[src/rtl/crc_pkg.sv]
// Shared types for the CRC receive path: deserializer state encoding and frame sizing.
package crc_pkg;

    typedef enum logic [2:0] {
        S_IDLE,
        S_SHIFT,
        S_START,
        S_WAIT,
        S_OUT
    } deser_state_t;

    function automatic int frame_w(input int data_w, input int crc_w);
        return data_w + crc_w;
    endfunction

endpackage

[src/rtl/crc_frame_deserializer.sv]
// Serial-to-parallel framing ahead of the sequential CRC verifier: collects {data, crc},
// hands the frame to the verifier and presents payload plus CRC status on valid/ready.
module crc_frame_deserializer
    import crc_pkg::*;
#(
    parameter int  DATA_WIDTH     = 12,
    parameter int  CRC_WIDTH      = 4,
    parameter int  TIMEOUT_CYCLES = 64,
    localparam int FRAME_W        = frame_w(DATA_WIDTH, CRC_WIDTH)
) (
    input  logic                  clk,
    input  logic                  rst_n,
    input  logic                  sin_valid,
    input  logic                  sin_bit,
    input  logic                  sin_sof,
    output logic                  sin_ready,
    output logic                  vfy_start,
    output logic [FRAME_W-1:0]    vfy_frame,
    input  logic                  vfy_done,
    input  logic                  vfy_crc_valid,
    output logic                  m_valid,
    input  logic                  m_ready,
    output logic [DATA_WIDTH-1:0] m_data,
    output logic                  m_crc_ok,
    output logic                  err_timeout,
    output logic                  err_resync
);

    localparam int                CNT_W     = $clog2(FRAME_W + 1);
    localparam int                IDLE_W    = $clog2(TIMEOUT_CYCLES + 1);
    localparam logic [CNT_W-1:0]  CNT_LAST  = CNT_W'(FRAME_W - 1);
    localparam logic [IDLE_W-1:0] IDLE_LAST = IDLE_W'(TIMEOUT_CYCLES - 1);

    deser_state_t          r_state;
    deser_state_t          w_state_nxt;
    logic [FRAME_W-1:0]    r_frame;
    logic [CNT_W-1:0]      r_bit_cnt;
    logic [IDLE_W-1:0]     r_idle_cnt;
    logic                  r_sin_ready;
    logic                  r_m_valid;
    logic                  r_m_crc_ok;
    logic [DATA_WIDTH-1:0] r_m_data;
    logic                  r_err_timeout;
    logic                  r_err_resync;

    logic w_accept;
    logic w_load;
    logic w_shift;
    logic w_timeout;
    logic w_resync;
    logic w_capture;
    logic w_start;

    assign w_accept = sin_valid & r_sin_ready;

    always_ff @(posedge clk or negedge rst_n) begin
        if (!rst_n) begin
            r_state <= S_IDLE;
        end else begin
            r_state <= w_state_nxt;
        end
    end

    // A sof always wins over completion and timeout: it restarts the frame in place.
    always_comb begin
        w_state_nxt = r_state;
        w_load      = 1'b0;
        w_shift     = 1'b0;
        w_timeout   = 1'b0;
        w_resync    = 1'b0;
        w_capture   = 1'b0;
        w_start     = 1'b0;
        unique case (r_state)
            S_IDLE: begin
                if (w_accept && sin_sof) begin
                    w_load      = 1'b1;
                    w_state_nxt = S_SHIFT;
                end
            end
            S_SHIFT: begin
                if (w_accept && sin_sof) begin
                    w_load   = 1'b1;
                    w_resync = 1'b1;
                end else if (w_accept) begin
                    w_shift = 1'b1;
                    if (r_bit_cnt == CNT_LAST) begin
                        w_state_nxt = S_START;
                    end
                end else if (r_idle_cnt == IDLE_LAST) begin
                    w_timeout   = 1'b1;
                    w_state_nxt = S_IDLE;
                end
            end
            S_START: begin
                w_start     = 1'b1;
                w_state_nxt = S_WAIT;
            end
            S_WAIT: begin
                if (vfy_done) begin
                    w_capture   = 1'b1;
                    w_state_nxt = S_OUT;
                end
            end
            S_OUT: begin
                if (r_m_valid && m_ready) begin
                    w_state_nxt = S_IDLE;
                end
            end
            default: begin
                w_state_nxt = S_IDLE;
            end
        endcase
    end

    always_ff @(posedge clk or negedge rst_n) begin
        if (!rst_n) begin
            r_frame    <= '0;
            r_bit_cnt  <= '0;
            r_idle_cnt <= '0;
        end else begin
            if (w_load) begin
                r_frame   <= {{(FRAME_W-1){1'b0}}, sin_bit};
                r_bit_cnt <= CNT_W'(1);
            end else if (w_shift) begin
                r_frame   <= {r_frame[FRAME_W-2:0], sin_bit};
                r_bit_cnt <= r_bit_cnt + 1'b1;
            end else if (w_timeout) begin
                r_bit_cnt <= '0;
            end

            if (r_state == S_SHIFT && !w_accept && !w_timeout) begin
                r_idle_cnt <= r_idle_cnt + 1'b1;
            end else begin
                r_idle_cnt <= '0;
            end
        end
    end

    // sin_ready is registered so it stays low while reset is asserted.
    always_ff @(posedge clk or negedge rst_n) begin
        if (!rst_n) begin
            r_sin_ready   <= 1'b0;
            r_m_valid     <= 1'b0;
            r_m_crc_ok    <= 1'b0;
            r_m_data      <= '0;
            r_err_timeout <= 1'b0;
            r_err_resync  <= 1'b0;
        end else begin
            r_sin_ready   <= (w_state_nxt == S_IDLE) || (w_state_nxt == S_SHIFT);
            r_err_timeout <= w_timeout;
            r_err_resync  <= w_resync;
            if (w_capture) begin
                r_m_valid  <= 1'b1;
                r_m_crc_ok <= vfy_crc_valid;
                r_m_data   <= r_frame[FRAME_W-1:CRC_WIDTH];
            end else if (r_state == S_OUT && m_ready) begin
                r_m_valid <= 1'b0;
            end
        end
    end

    assign sin_ready   = r_sin_ready;
    assign vfy_start   = w_start;
    assign vfy_frame   = r_frame;
    assign m_valid     = r_m_valid;
    assign m_data      = r_m_data;
    assign m_crc_ok    = r_m_crc_ok;
    assign err_timeout = r_err_timeout;
    assign err_resync  = r_err_resync;

endmodule

[config.mk]
export PLATFORM = sky130hd
export DESIGN_NAME = crc_frame_deserializer
export DESIGN_NICKNAME = d
export VERILOG_FILES = /design/src/rtl/crc_pkg.sv /design/src/rtl/crc_frame_deserializer.sv
export SDC_FILE = /design/constraint.sdc
export NUM_CORES = 1
export LEC_CHECK = 0
export ABC_AREA = 0
export ABC_CLOCK_PERIOD_IN_PS = 4200
export CAP_MARGIN = 20
export CORE_AREA = 2 2 55 77
export CTS_CLUSTER_SIZE = 25
export DETAILED_ROUTE_END_ITERATION = 8
export DIE_AREA = 0 0 57 79
export GPL_TIMING_DRIVEN = 1
export PLACE_DENSITY_LB_ADDON = 0.3
export SYNTH_ARGS = -nofsm -noshare
export SYNTH_HDL_FRONTEND = slang
export SYNTH_SLANG_ARGS = --single-unit
[constraint.sdc]
create_clock -name clk -period 4.2 [get_ports clk]
set_input_delay 0.63 -clock clk [delete_from_list [all_inputs] [get_ports clk]]
set_output_delay 0.63 -clock clk [all_outputs]
set_load 0.01 [all_outputs]
## Word level (Yosys, flattened, before mapping)

Cells that the tools add are included.

| storage, ports and cells | value |
|---|---|
| register bits | 48 |
| word-level logic and storage cells | 63 |
| input bits | 8 |
| output and inout port bits | 34 |

| operators by class | value |
|---|---|
| equality and inequality tests | 7 |
| add/subtract/negate cells | 2 |
| mux-type cells | 29 |
| bitwise gates (word level) | 1 |
| reductions and logical operators | 14 |

Operator list:

| kind | count |
|---|---|
| $mux 16 | 2 |
| $mux 3 | 7 |
| $mux 1 | 15 |
| $mux 5 | 3 |
| $pmux 3 s5 | 1 |
| $add 7x1->7 const B | 1 |
| $eq 7x6->1 const B | 1 |
| $mux 7 | 1 |
| $eq 3x1->1 const B | 2 |
| $eq 3x2->1 const B | 2 |
| $logic_not 3->1 | 2 |
| $add 5x1->5 const B | 1 |
| $eq 5x4->1 const B | 1 |
| $logic_and 1x1->1 | 5 |
| $reduce_bool 2->1 | 2 |
| $eq 3x3->1 const B | 1 |
| $reduce_bool 3->1 | 1 |
| $logic_not 1->1 | 2 |
| $reduce_or 2->1 | 1 |
| $and 1x1->1 | 1 |
| $logic_or 1x1->1 | 1 |

## Longest topological paths before layout

Gate-level depths: netlist of run 1.

| logic depth | value |
|---|---|
| depth after elaboration | 8 |
| depth in mapped cells | 6 |
| depth with buffers taken out | 6 |

## Worst setup path before layout of run 1

OpenSTA, ideal clock, no wires.

| timing | value |
|---|---|
| path type | input to register |
| from | input sin_valid |
| to | register r_bit_cnt[0] |
| setup time | 0.124 ns |
| setup slack | 2.326 ns |
| arrival | 1.750 ns |
| stages | 5 |
| required time | 4.076 ns |
| path buffers | 1 |
| path through | nand2_4 or4_1 clkbuf_1 o21a_4 a211o_1 |

| between the ends | value |
|---|---|
| cells in the longest elaborated chain, start to end | 6 |
| elaborated cells on any way between the ends | 13 |
| those cells by class | 10 x mux; 1 x bitwise; 2 x reduce/logical |

Ends and longest elaborated chain:

| what | line | source |
|---|---|---|
| from (decl) | crc_frame_deserializer.sv:13 | `input logic sin_valid,` |
| $and 1x1->1 * | crc_frame_deserializer.sv:54 | `assign w_accept = sin_valid & r_sin_ready;` |
| $mux 1 / $logic_and 1x1->1 (equally long branches) | crc_frame_deserializer.sv:84, crc_frame_deserializer.sv:75, crc_frame_deserializer.sv:81 |  |
| $mux 1 | crc_frame_deserializer.sv:81 | `if (w_accept && sin_sof) begin` |
| $mux 1 | crc_frame_deserializer.sv:73 | `unique case (r_state)` |
| $mux 5 | crc_frame_deserializer.sv:124 | `end else if (w_shift) begin` |
| $mux 5 | crc_frame_deserializer.sv:121 | `if (w_load) begin` |
| to (signal assigned) | crc_frame_deserializer.sv:126 | `r_bit_cnt <= r_bit_cnt + 1'b1;` |
| to (decl) | crc_frame_deserializer.sv:37 | `logic [CNT_W-1:0] r_bit_cnt;` |

Every way passes the cells marked *; elsewhere a longest branch is shown, timed or not.
A chain may end at the register's enable or synchronous reset.

## Worst setup path after layout of run 1

Same ends and word-level chain as after synthesis.

==> reports/summary.md, run 1 <==
The total area inside the core boundary comes to 3850 µm². The number of synthesized flops with an enable pin came out at 0. TritonCTS built the clock tree. The worst setup path is of the primary input to flop kind. The busiest metal layer after global routing was met2. The final layout contains routed wiring with a total length of 3930 µm.

The logs give 1462 for the number of global-route vias before repair and 0 for the total setup violations reported at the end of the flow. The most used standard cell by instance count after synthesis is dfrtp_1. Summing every instance area after synthesis gives 1950 µm². The number of slew-limit violations in the final report was 0. The tools report the starting density of the core as 50.7%. Entering global routing, the biggest net connects 49 pins.

The area overhead of the layout relative to synthesis came out at 28.8%. VDD sags by at most 298 µV. For this run, the number of Yosys warnings is 0. After synthesis, the largest family of logic cells by area is simple AND/OR/NAND/NOR gates. For the via count, the log shows 1345. Number of setup buffers added after CTS: 0.

Counting every instance in the synthesized netlist gives 148. The detail route stage leaves a number of antenna-violating nets equal to 0. The tools report the instance area at placement as 2390 µm².

Endpoint kind of the worst setup timing path: a flop. The top fanout value on the critical path works out to 16. STA classifies the critical path startpoint as a primary input. Overall power consumption after layout is estimated at 0.899 mW. Synthesis produced a netlist with a net count of 159.

After detailed routing, the number of remaining DRC violations is 0. The tools report the data arrival time of the worst path as 2.61 ns. The library cell contributing the largest single delay on the critical path is or4_1.

Data on the critical path is required at its endpoint by 4.39 ns. The number of CTS-inserted buffers is 5. The final instance area was 2520 µm². The utilization of the core after routing is 65.4%, and the violation count after the first detailed-route iteration is 37. Ranked by total cell area, the synthesized netlist is headed by dfrtp_1 61%, mux2_2 8.1%, a22o_1 6.3%, nor2_1 2.7%, ha_1 1.9%. Summed over all layers, the global routing overflow is 0. The number of iterations in the first detailed-routing pass was 4; the chip height was 79 µm. The H-tree was split into 2 levels. The adder-cell share of the synthesized area was 1.92%; the xor and xnor fraction of the mapped netlist area was 1.79%. 42 I/O pins were placed.

The proportion of netlist area held by the largest area contributor was 61.5%. The run gives 24.9% as the met1 global-route usage. After synthesis, the mean cell area works out to 13.2 µm². Traced cell by cell, the critical path runs through clkdlybuf4s50_1 -> nand2_4 -> or4_1 -> o21a_4 -> a211o_1. Of all flip-flops after synthesis, the portion carrying an async set or reset was 100%.

The kind of path behind the tightest hold check was primary input to asynchronous set/reset pin. The buffer cell driving the clock tree root was clkbuf_8. For this design the ratio of total power to cell area is 357 nW/µm². Clock transition at the register clock pins on the worst setup and hold paths after CTS: 0.09 ns. Die span in x: 57 µm. Initial antenna violation count: 0. The total routing resource utilization after global routing is 19.7%, and the hold-fix buffer count after cts is 0.

After synthesis the netlist holds a flip-flop and latch count of 48. Setup repair after global routing left no endpoint under its margin. Headroom to the max-slew limit came out at 43.9%. Global routing used 31.8% of the available met2 tracks. The clock net in this run drives a total of 48 sinks.

Summing the sequential cell areas from Yosys gives 61.5% of the chip area. Summing the areas of all and, or, nand and nor instances in the mapped netlist gives 13.3% of the synthesized area. For this design the static power due to leakage is 1.18 nW. The logs give 0.30 ns for the clock insertion delay at the later pin of the skew report and 35 for the post-synthesis cell type count. For this run, the post-layout net count is 204. The fraction of final layout cells with drive strength greater than 1 is 17.0%. For the setup clock skew after layout, the log shows 0.00706 ns.

Detailed placement ended at an HPWL of 2680 µm. The floorplan row count is 27. The tools report the final hold violation count as 0.

The proportion of synthesized area in mux cells was 8.07%. The slew at the pin closest to its max-slew limit was 0.830 ns. Static timing analysis puts the maximum clock frequency at 414 MHz. Sum of negative setup slack: 0 ns. The first global-routing pass estimated 6880 µm of wire. No sink is reached through more buffers than the 2 on the longest clock path. The tool flagged a number of max-cap violations equal to 0.

The number of resized instances in the post-cts repair step was 0. Subtracting the final worst setup slack from the clock period gives 2.42 ns. At the end of routability-driven placement, the weighted congestion stood at 0.754. For this run, the leading register cell type out of synthesis is dfrtp_1. The compound-cell area share of the yosys netlist is 12.1%, and the quantity of I/O buffers inserted on ports is 41. The met3 global-route usage is 6.03%.

The library cell occupying the most area in the post-synthesis netlist was dfrtp_1. The routed length per placed instance is 16.6 µm. The flow ran to the end, and the final reports show no timing, DRC or antenna violations. By count the netlist is led by 48 x dfrtp_1, 14 x a22o_1, 14 x mux2_2, 14 x nor2_1, 8 x nand2_1.

In the finished design, the share of the clock period the worst path needs comes to 57.6%. The floorplan die area came out at 4500 µm². 0 antenna diodes ended up in the layout. For this run, the slowest stage of the critical path takes 0.77 ns. The ratio of routed vias to standard cells was 5.68.
[layer usage]
| layer | vias to the layer above | routed length [µm] |
|---|---|---|
| met4 | 0 | 64 |
| li1 | 617 | - |
| met5 | - | 0 |
| met3 | 7 | 196 |
| met2 | 42 | 1940 |
| met1 | 679 | 1730 |
[stage by stage]
step	hold slack, ns	cells	worst slack, ns
final	0.213	237	1.78
after global routing	0.217	237	1.72
after CTS	0.482	236	1.81
after detailed placement	0.471	228	1.50
after global placement	0.438	228	1.53
after floorplan	0.334	148	2.33
[where the power goes]
| group | leakage (nW) | internal [mW] | switching (mW) | total (mW) |
|---|---|---|---|---|
| Combinational | 0.480 | 0.0413 | 0.0422 | 0.0835 |
| Clock | 0.0552 | 0.177 | 0.149 | 0.326 |
| Sequential | 0.648 | 0.476 | 0.0138 | 0.490 |
| Total | 1.18 | 0.694 | 0.205 | 0.899 |
[area by class of cell]
class                      count  area [µm²]
timing repair buffer          42         425
sequential                    48        1200
clock inverter                 2        35.0
tap                           43        53.8
fill                         317        1330
inverter                       1        3.75
multi-input combinational     95         726
clock buffer                   6        72.6
[cell families (layout without fill, tap and decap cells)]
kind of cell / after synthesis / count (layout)
adders and majority gates: 3 / 3
xor gates and xnor gates: 4 / 4
AOI/OAI and AO/OA: 30 / 30
and+or+nand+nor: 44 / 44
buffers and inverters: 5 / 51
DFF: 48 / 48
muxes: 14 / 14
[worst max-delay path: cells and delay by family]
family	cells	cell delay, ns
AO/OA/AOI/OAI	2	0.55
buffers and inverters	1	0.54
AND/OR/NAND/NOR	2	0.88
[cells in the final DEF (no fill, tap or decap), types with 2 or more instances in the layout]
cell / n
ha_1: 3
clkdlybuf4s50_1: 40
clkbuf_8: 5
mux2_2: 14
nor2_1: 14
o21ai_0: 3
xnor2_1: 2
a22o_1: 14
dfrtp_1: 48
a211o_1: 2
and3_1: 4
a21oi_1: 5
nand3_1: 4
nand2b_1: 3
xor2_1: 2
nand2_1: 8
[final timing paths]
| check | startpoint | endpoint | slack [ns] | cells past startpoint |
|---|---|---|---|---|
| max in group asynchronous | rst_n | m_data[5]$_DFFE_PN0P_ | 3.50 | 2 |
| worst min register to register | r_idle_cnt[0]$_DFF_PN0_ | r_idle_cnt[0]$_DFF_PN0_ | 0.47 | 1 |
| worst max register to register | sin_ready$_DFF_PN0_ | r_bit_cnt[0]$_DFFE_PN0P_ | 2.25 | 4 |
| worst min-delay path | rst_n | err_resync$_DFF_PN0_ | 0.21 | 1 |
| worst max-delay path | sin_valid | r_bit_cnt[0]$_DFFE_PN0P_ | 1.78 | 5 |
| min in group clk | r_idle_cnt[0]$_DFF_PN0_ | r_idle_cnt[0]$_DFF_PN0_ | 0.47 | 1 |
[registers in the layout, summed over array words and instances (netlist names)]
register     cells
r_idle_cnt       7
r_bit_cnt        5
m_data          12
vfy_frame       16
err_timeout      1
sin_ready        1
m_crc_ok         1
err_resync       1
r_state          3
m_valid          1
Power figures use the tool's default switching activity.
==> run 2, diff against run 1 <==
- ABC_CLOCK_PERIOD_IN_PS: 4200 -> 2500
- CORE_AREA: 2 2 55 77 -> 2 2 56 79
- DIE_AREA: 0 0 57 79 -> 0 0 58 81
- clock period: 4.2 -> 2.5 ns (I/O delays scaled with it)
==> reports/summary.md, run 2 (synthesized netlist as in run 1, its figures left out) <==
The run finished with clean final reports. The number of fillers in the final layout is 332 (+4.7%). The area overhead of the layout relative to synthesis was 29.3%; the largest net degree at the start of global routing was 40 (-18%).

The number of resized instances in the post-cts repair step is 0 (unchanged), and the ratio of final minimum period to clock period is 77.2%. The max-capacitance violation count was 0 (unchanged). The run gives 518 MHz as the fmax.

The areal power density over the cells was 568 nW/µm² (+59%). The tools report the total number of H-tree levels as 2 (unchanged). The data arrival time of the worst path is 1.56 ns (-1.05 ns), and the wire length of the first global-routing pass is 6790 µm (-1.3%).

The routed length per placed instance came out at 15.8 µm (-4.5%). The starting density of the core was 48.1% (-2.7 points); the clock insertion delay at the later pin of the skew report was 0.30 ns (about the same). The logs give 0 (unchanged) for the number of antenna cells inserted and 0 (unchanged) for the overall overflow remaining after global route. The total routing resource utilization after global routing was 19.2% (-0.55 points). Overall power after layout: 1.44 mW (+60%). The flip-flop count of the largest register, all copies and words added came out at 16 (unchanged). The initial antenna violation count is 0 (unchanged), and the clock transition at the register clock pins on the worst setup and hold paths after CTS is 0.09 ns (about the same). The total wirelength of the detailed-routed design is 3850 µm (-2.1%).

The worst setup path is launched from a flop. The worst setup timing slack at the placement stage is 0.320 ns (-1.18 ns). The tightest min-delay check is of the primary input to asynchronous set/reset pin type.

The via count was 1369 (+1.8%); the slew at the pin closest to its max-slew limit was 0.810 ns (-0.0203 ns). The maximum buffer depth of the clock tree was 2 (unchanged); the number of CTS-inserted buffers was 5 (unchanged). The tools report the I/O pin count as 42 (unchanged). The tree is rooted in a clkbuf_8. The final routed DRC violation total is 0 (unchanged), and the die span in x is 58 µm (+1.8%). TritonCTS built the clock tree. Reported leakage power: 1.19 nW (+0.25%). The utilization of the core after routing is 62.2% (-3.2 points). The minimum setup slack in the final design came out at 0.569 ns (-1.21 ns). The chip height was 81 µm (+2.5%).

The detailed placement HPWL is 2730 µm (+1.8%), and the fraction of final layout cells with drive strength greater than 1 is 18.2% (+1.2 points). Type of the worst setup path: flop to output port. The run gives 0 ns (unchanged) as the sum of negative setup slack.

The run gives 53 (+43%) as the violation count after the first detailed-route iteration. Clock sink count: 48 (unchanged). In the layout the commonest cells are 48 x dfrtp_1, 40 x clkdlybuf4s50_1, 14 x nor2_1, 14 x a22o_1, 14 x mux2_2. The logs give 208 (+2.0%) for the number of nets at the end of the flow and 0 (unchanged) for the total setup violations reported at the end of the flow. The tools report the final hold violation count as 0 (unchanged).

The final weighted congestion in routability-driven placement is 0.745 (-1.2%). The library cell used most frequently in the layout, excluding fill and tap cells, is dfrtp_1. The minimum period implied by the final worst setup slack works out to 1.93 ns.

The floorplan row count was 28 (+3.7%); the number of global-route vias before repair was 1443 (-1.3%). The quantity of I/O buffers inserted on ports was 41 (unchanged). The run gives 2420 µm² (+1.4%) as the instance area at placement. The endpoint kind of the worst setup timing path is an output port.

For the number of nets with antenna violations after routing, the log shows 0 (unchanged). The number of slew-limit violations in the final report was 0 (unchanged). Setup repair after global routing left no endpoint under its margin. The setup clock skew after layout is 0.00653 ns (-0.000525 ns), and the final instance area is 2530 µm² (+0.35%).

The ratio of routed vias to standard cells was 5.63 (-0.73%); the largest vdd supply drop was 422 µV (+41%). The number of iterations in the first detailed-routing pass was 4 (unchanged). The top fanout value on the critical path was 7 (-9). For the placeable core area, the log shows 4060 µm² (+5.5%). Data required time of the worst path: 2.12 ns (-2.27 ns). The floorplan die area was 4700 µm² (+4.3%); the normalized max-slew margin was 45.3% (+1.4 points).
run 2: cell count changes in the layout (fill, tap and decap cells not counted), sizes merged:
cell         delta
clkinv          -1
bufinv          -1
clkinvlp        +1
clkbuf          +1
dlygate4sd3     +1
buf             +3
run 2: report_power, final:
group	leakage [nW]	switching (mW)	internal (mW)	total (mW)
Sequential	0.648	0.0232	0.800	0.823
Combinational	0.493	0.0714	0.0712	0.143
Clock	0.0445	0.244	0.225	0.469
Total	1.19	0.339	1.10	1.43
run 2: routing by layer:
metal | vias to the layer above | share of wire (%) | track usage [%]
met2 | 35 | 51 | 31.1
met1 | 700 | 43 | 24.0
met4 | 0 | 1.7 | 8.84
li1 | 628 | - | -
met5 | - | 0 | 0
met3 | 6 | 4.5 | 4.78
run 2: area by class of cell:
cell class	instances	area [µm²]	area share, %
multi-input combinational	95	726	28.7
clock inverter	1	7.51	0.297
sequential	48	1200	47.5
tap	45	56.3	2.23
clock buffer	7	86.3	3.42
inverter	1	3.75	0.149
timing repair buffer	46	445	17.6
run 2: final timing paths:
kind | startpoint | end | slack [ns] | cells past startpoint
setup / recovery | r_state[2]$_DFF_PN0_ | vfy_start | 0.57 | 3
setup reg to reg | r_idle_cnt[0]$_DFF_PN0_ | r_bit_cnt[0]$_DFFE_PN0P_ | 0.67 | 5
hold reg to reg | r_idle_cnt[0]$_DFF_PN0_ | r_idle_cnt[0]$_DFF_PN0_ | 0.47 | 1
hold / removal | rst_n | r_idle_cnt[6]$_DFF_PN0_ | 0.45 | 2
max in group asynchronous | rst_n | r_state[0]$_DFF_PN0_ | 1.31 | 3
min in group clk | r_idle_cnt[0]$_DFF_PN0_ | r_idle_cnt[0]$_DFF_PN0_ | 0.47 | 1
run 2: stage by stage:
| step | std cells | hold WS, ns |
|---|---|---|
| 6_report | 243 | 0.453 |
| 5_1_grt | 243 | 0.468 |
| 4_1_cts | 243 | 0.450 |
| 3_5_place_dp | 234 | 0.240 |
| 3_3_place_gp | 234 | 0.229 |
| 2_1_floorplan | 148 | 0.0794 |
run 2: worst max-delay path, stage by stage, from the launching register on:
cell and delay (ns):
dfrtp_1 0.45, nand2b_1 0.19, nor2_1 0.09, clkdlybuf4s50_1 0.53
run 2: timing repair:
action	in CTS	in global routing
hold buffers	1	0
buffers inserted	0	0
hold endpoints to repair	9	0
==> run 3, diff against run 2 <==
- ABC_CLOCK_PERIOD_IN_PS: 2500 -> 1650
- CORE_AREA: 2 2 56 79 -> 2 2 59 83
- DIE_AREA: 0 0 58 81 -> 0 0 61 85
- clock period: 2.5 -> 1.65 ns (I/O delays scaled with it)
==> reports/summary.md, run 3 (synthesized netlist as in run 1, its figures left out) <==
The final routed DRC violation total was 0 (unchanged). The fmax is 610 MHz, and the fraction of final layout cells with drive strength greater than 1 is 28.9% (+11 points). The tools report the starting density of the core as 43.8% (-4.3 points). For the normalized max-slew margin, the log shows 72.0% (+27 points). The I/O pin count was 42 (unchanged); the clock sink count was 48 (unchanged). The instance area at placement is 2560 µm² (+5.7%). The slew at the pin closest to its max-slew limit was 0.420 ns (-0.389 ns). The violation count after the first detailed-route iteration is 91 (+72%), and the minimum period implied by the final worst setup slack is 1.64 ns. The worst setup path is launched from a flop. The setup clock skew after layout is 0.0102 ns (+0.00363 ns), and the detailed placement HPWL is 2950 µm (+8.0%). The run gives 228 (+9.6%) as the number of nets at the end of the flow.

The routed length per placed instance is 15.5 µm (-1.9%). For the total routing resource utilization after global routing, the log shows 17.8% (-1.4 points). The final instance area is 2820 µm² (+11%). The tree is rooted in a clkbuf_8. The total setup violations reported at the end of the flow was 0 (unchanged); the final hold violation count was 0 (unchanged).

The tools report the floorplan row count as 29 (+3.6%). Total number of H-tree levels: 2 (unchanged). The top fanout value on the critical path is 15 (+8). For the number of nets with antenna violations after routing, the log shows 0 (unchanged).

The number of global-route vias before repair was 1485 (+2.9%); the ratio of routed vias to standard cells was 5.16 (-8.4%). The die span in x was 61 µm (+5.2%); the number of instances in the placed design was 261 (+12%). The sum of negative setup slack is 0 ns (unchanged), and the ratio of final minimum period to clock period is 99.4%. The data required time of the worst path is 1.84 ns (-0.28 ns), and the maximum buffer depth of the clock tree is 2 (unchanged).

The run gives 640 µV (+52%) as the largest vdd supply drop. The initial antenna violation count was 0 (unchanged); the number of iterations in the first detailed-routing pass was 4 (unchanged). The clock transition at the register clock pins on the worst setup and hold paths after CTS is 0.09 ns (about the same), and the utilization of the core after routing is 63.1% (+0.95 points).

Setup repair after global routing could not meet its margin everywhere. The chip height works out to 85 µm (+4.9%). Number of antenna cells inserted: 0 (unchanged). The flip-flop count of the largest register, all copies and words added works out to 16 (unchanged). TritonCTS built the clock tree. The floorplan die area is 5190 µm² (+10%), and the quantity of I/O buffers inserted on ports is 41 (unchanged). The overall overflow remaining after global route is 0 (unchanged). The flow ran to the end, and the final reports show no timing, DRC or antenna violations. The tools report the via count as 1445 (+5.6%).

The reported leakage power is 1.33 nW (+12%). The most common library cell in the layout ignoring fill and taps was dfrtp_1. The logs give 24 (-40%) for the largest net degree at the start of global routing and 4350 µm (+13%) for the total wirelength of the detailed-routed design. The placeable core area was 4460 µm² (+9.8%); the overall power after layout was 2.40 mW (+67%). The number of slew-limit violations in the final report is 0 (unchanged), and the areal power density over the cells is 851 nW/µm² (+50%).

By startpoint and endpoint, the worst setup path is classified as flop to flop. Number of CTS-inserted buffers: 5 (unchanged). In the layout the commonest cells are 48 x dfrtp_1, 39 x clkdlybuf4s50_1, 17 x buf_4.

For the final weighted congestion in routability-driven placement, the log shows 0.808 (+8.5%). The endpoint kind of the worst setup timing path was a flop. The wire length of the first global-routing pass came out at 6890 µm (+1.4%). For the clock insertion delay at the later pin of the skew report, the log shows 0.30 ns (about the same). Compared with the post-synthesis result, the final layout area differs by 44.1%. The tightest min-delay check is of the primary input to asynchronous set/reset pin type.

The tools report the count of non-filler cells in the finished layout as 280 (+15%). The max-capacitance violation count came out at 0 (unchanged). The data arrival time of the worst path was 1.83 ns (+0.27 ns).
-- run 3: through the flow --
stage / hold slack, ns / setup WS [ns]
after floorplan: -0.0481 / 0.00748
after global placement: 0.193 / -0.247
after detailed placement: 0.206 / -0.270
after CTS: 0.415 / -0.00160
after global routing: 0.440 / -0.0146
final: 0.399 / 0.00981
-- run 3: worst paths after layout --
kind                                          start                        to  slack [ns]  cells after the start
max                            r_state[1]$_DFF_PN0_  vfy_frame[0]$_DFFE_PN0P_        0.01                      4
min                                           rst_n     err_timeout$_DFF_PN0_        0.40                      2
min in group clk           r_bit_cnt[4]$_DFFE_PN0P_  r_bit_cnt[4]$_DFFE_PN0P_        0.51                      1
max reg2reg                    r_state[1]$_DFF_PN0_  vfy_frame[0]$_DFFE_PN0P_        0.01                      4
max in group asynchronous                     rst_n      m_crc_ok$_DFFE_PN0P_        0.75                      3
min reg2reg                r_bit_cnt[4]$_DFFE_PN0P_  r_bit_cnt[4]$_DFFE_PN0P_        0.51                      1
-- run 3: layout make-up --
type                            count  area [µm²]
Sequential cell                    48        1200
Fill cell                         344        1650
Timing Repair Buffer               66         674
Clock buffer                        5        68.8
Clock inverter                      3        47.5
Inverter                            1        3.75
Tap cell                           62        77.6
Multi-Input combinational cell     95         743
-- run 3: routing by layer --
layer | GRT usage [%] | vias up | routed length, µm
met2 | 29.0 | 39 | 2270
met3 | 4.27 | 7 | 188
met4 | 6.32 | 0 | 82
met5 | 0 | - | 0
met1 | 22.6 | 731 | 1810
li1 | - | 668 | -
-- run 3: worst max-delay path: stages (launching register included) --
cell and delay, ns:
dfrtp_1 0.42, buf_6 0.13, or4_4 0.54, buf_12 0.17
mux2_2 0.26
-- run 3: timing repair --
action	in CTS	in global routing
endpoints found under the setup margin	3	10
gates cloned	0	1
pin swaps	6	7
setup buffers	6	4
endpoints found under the hold margin	15	0
gates resized for setup	4	7
hold buffers	1	0
-- run 3: where the power goes --
group | switching [mW] | internal (mW) | total, mW
logic | 0.127 | 0.159 | 0.286
clock network | 0.410 | 0.457 | 0.866
registers | 0.0321 | 1.21 | 1.24
total | 0.569 | 1.83 | 2.40
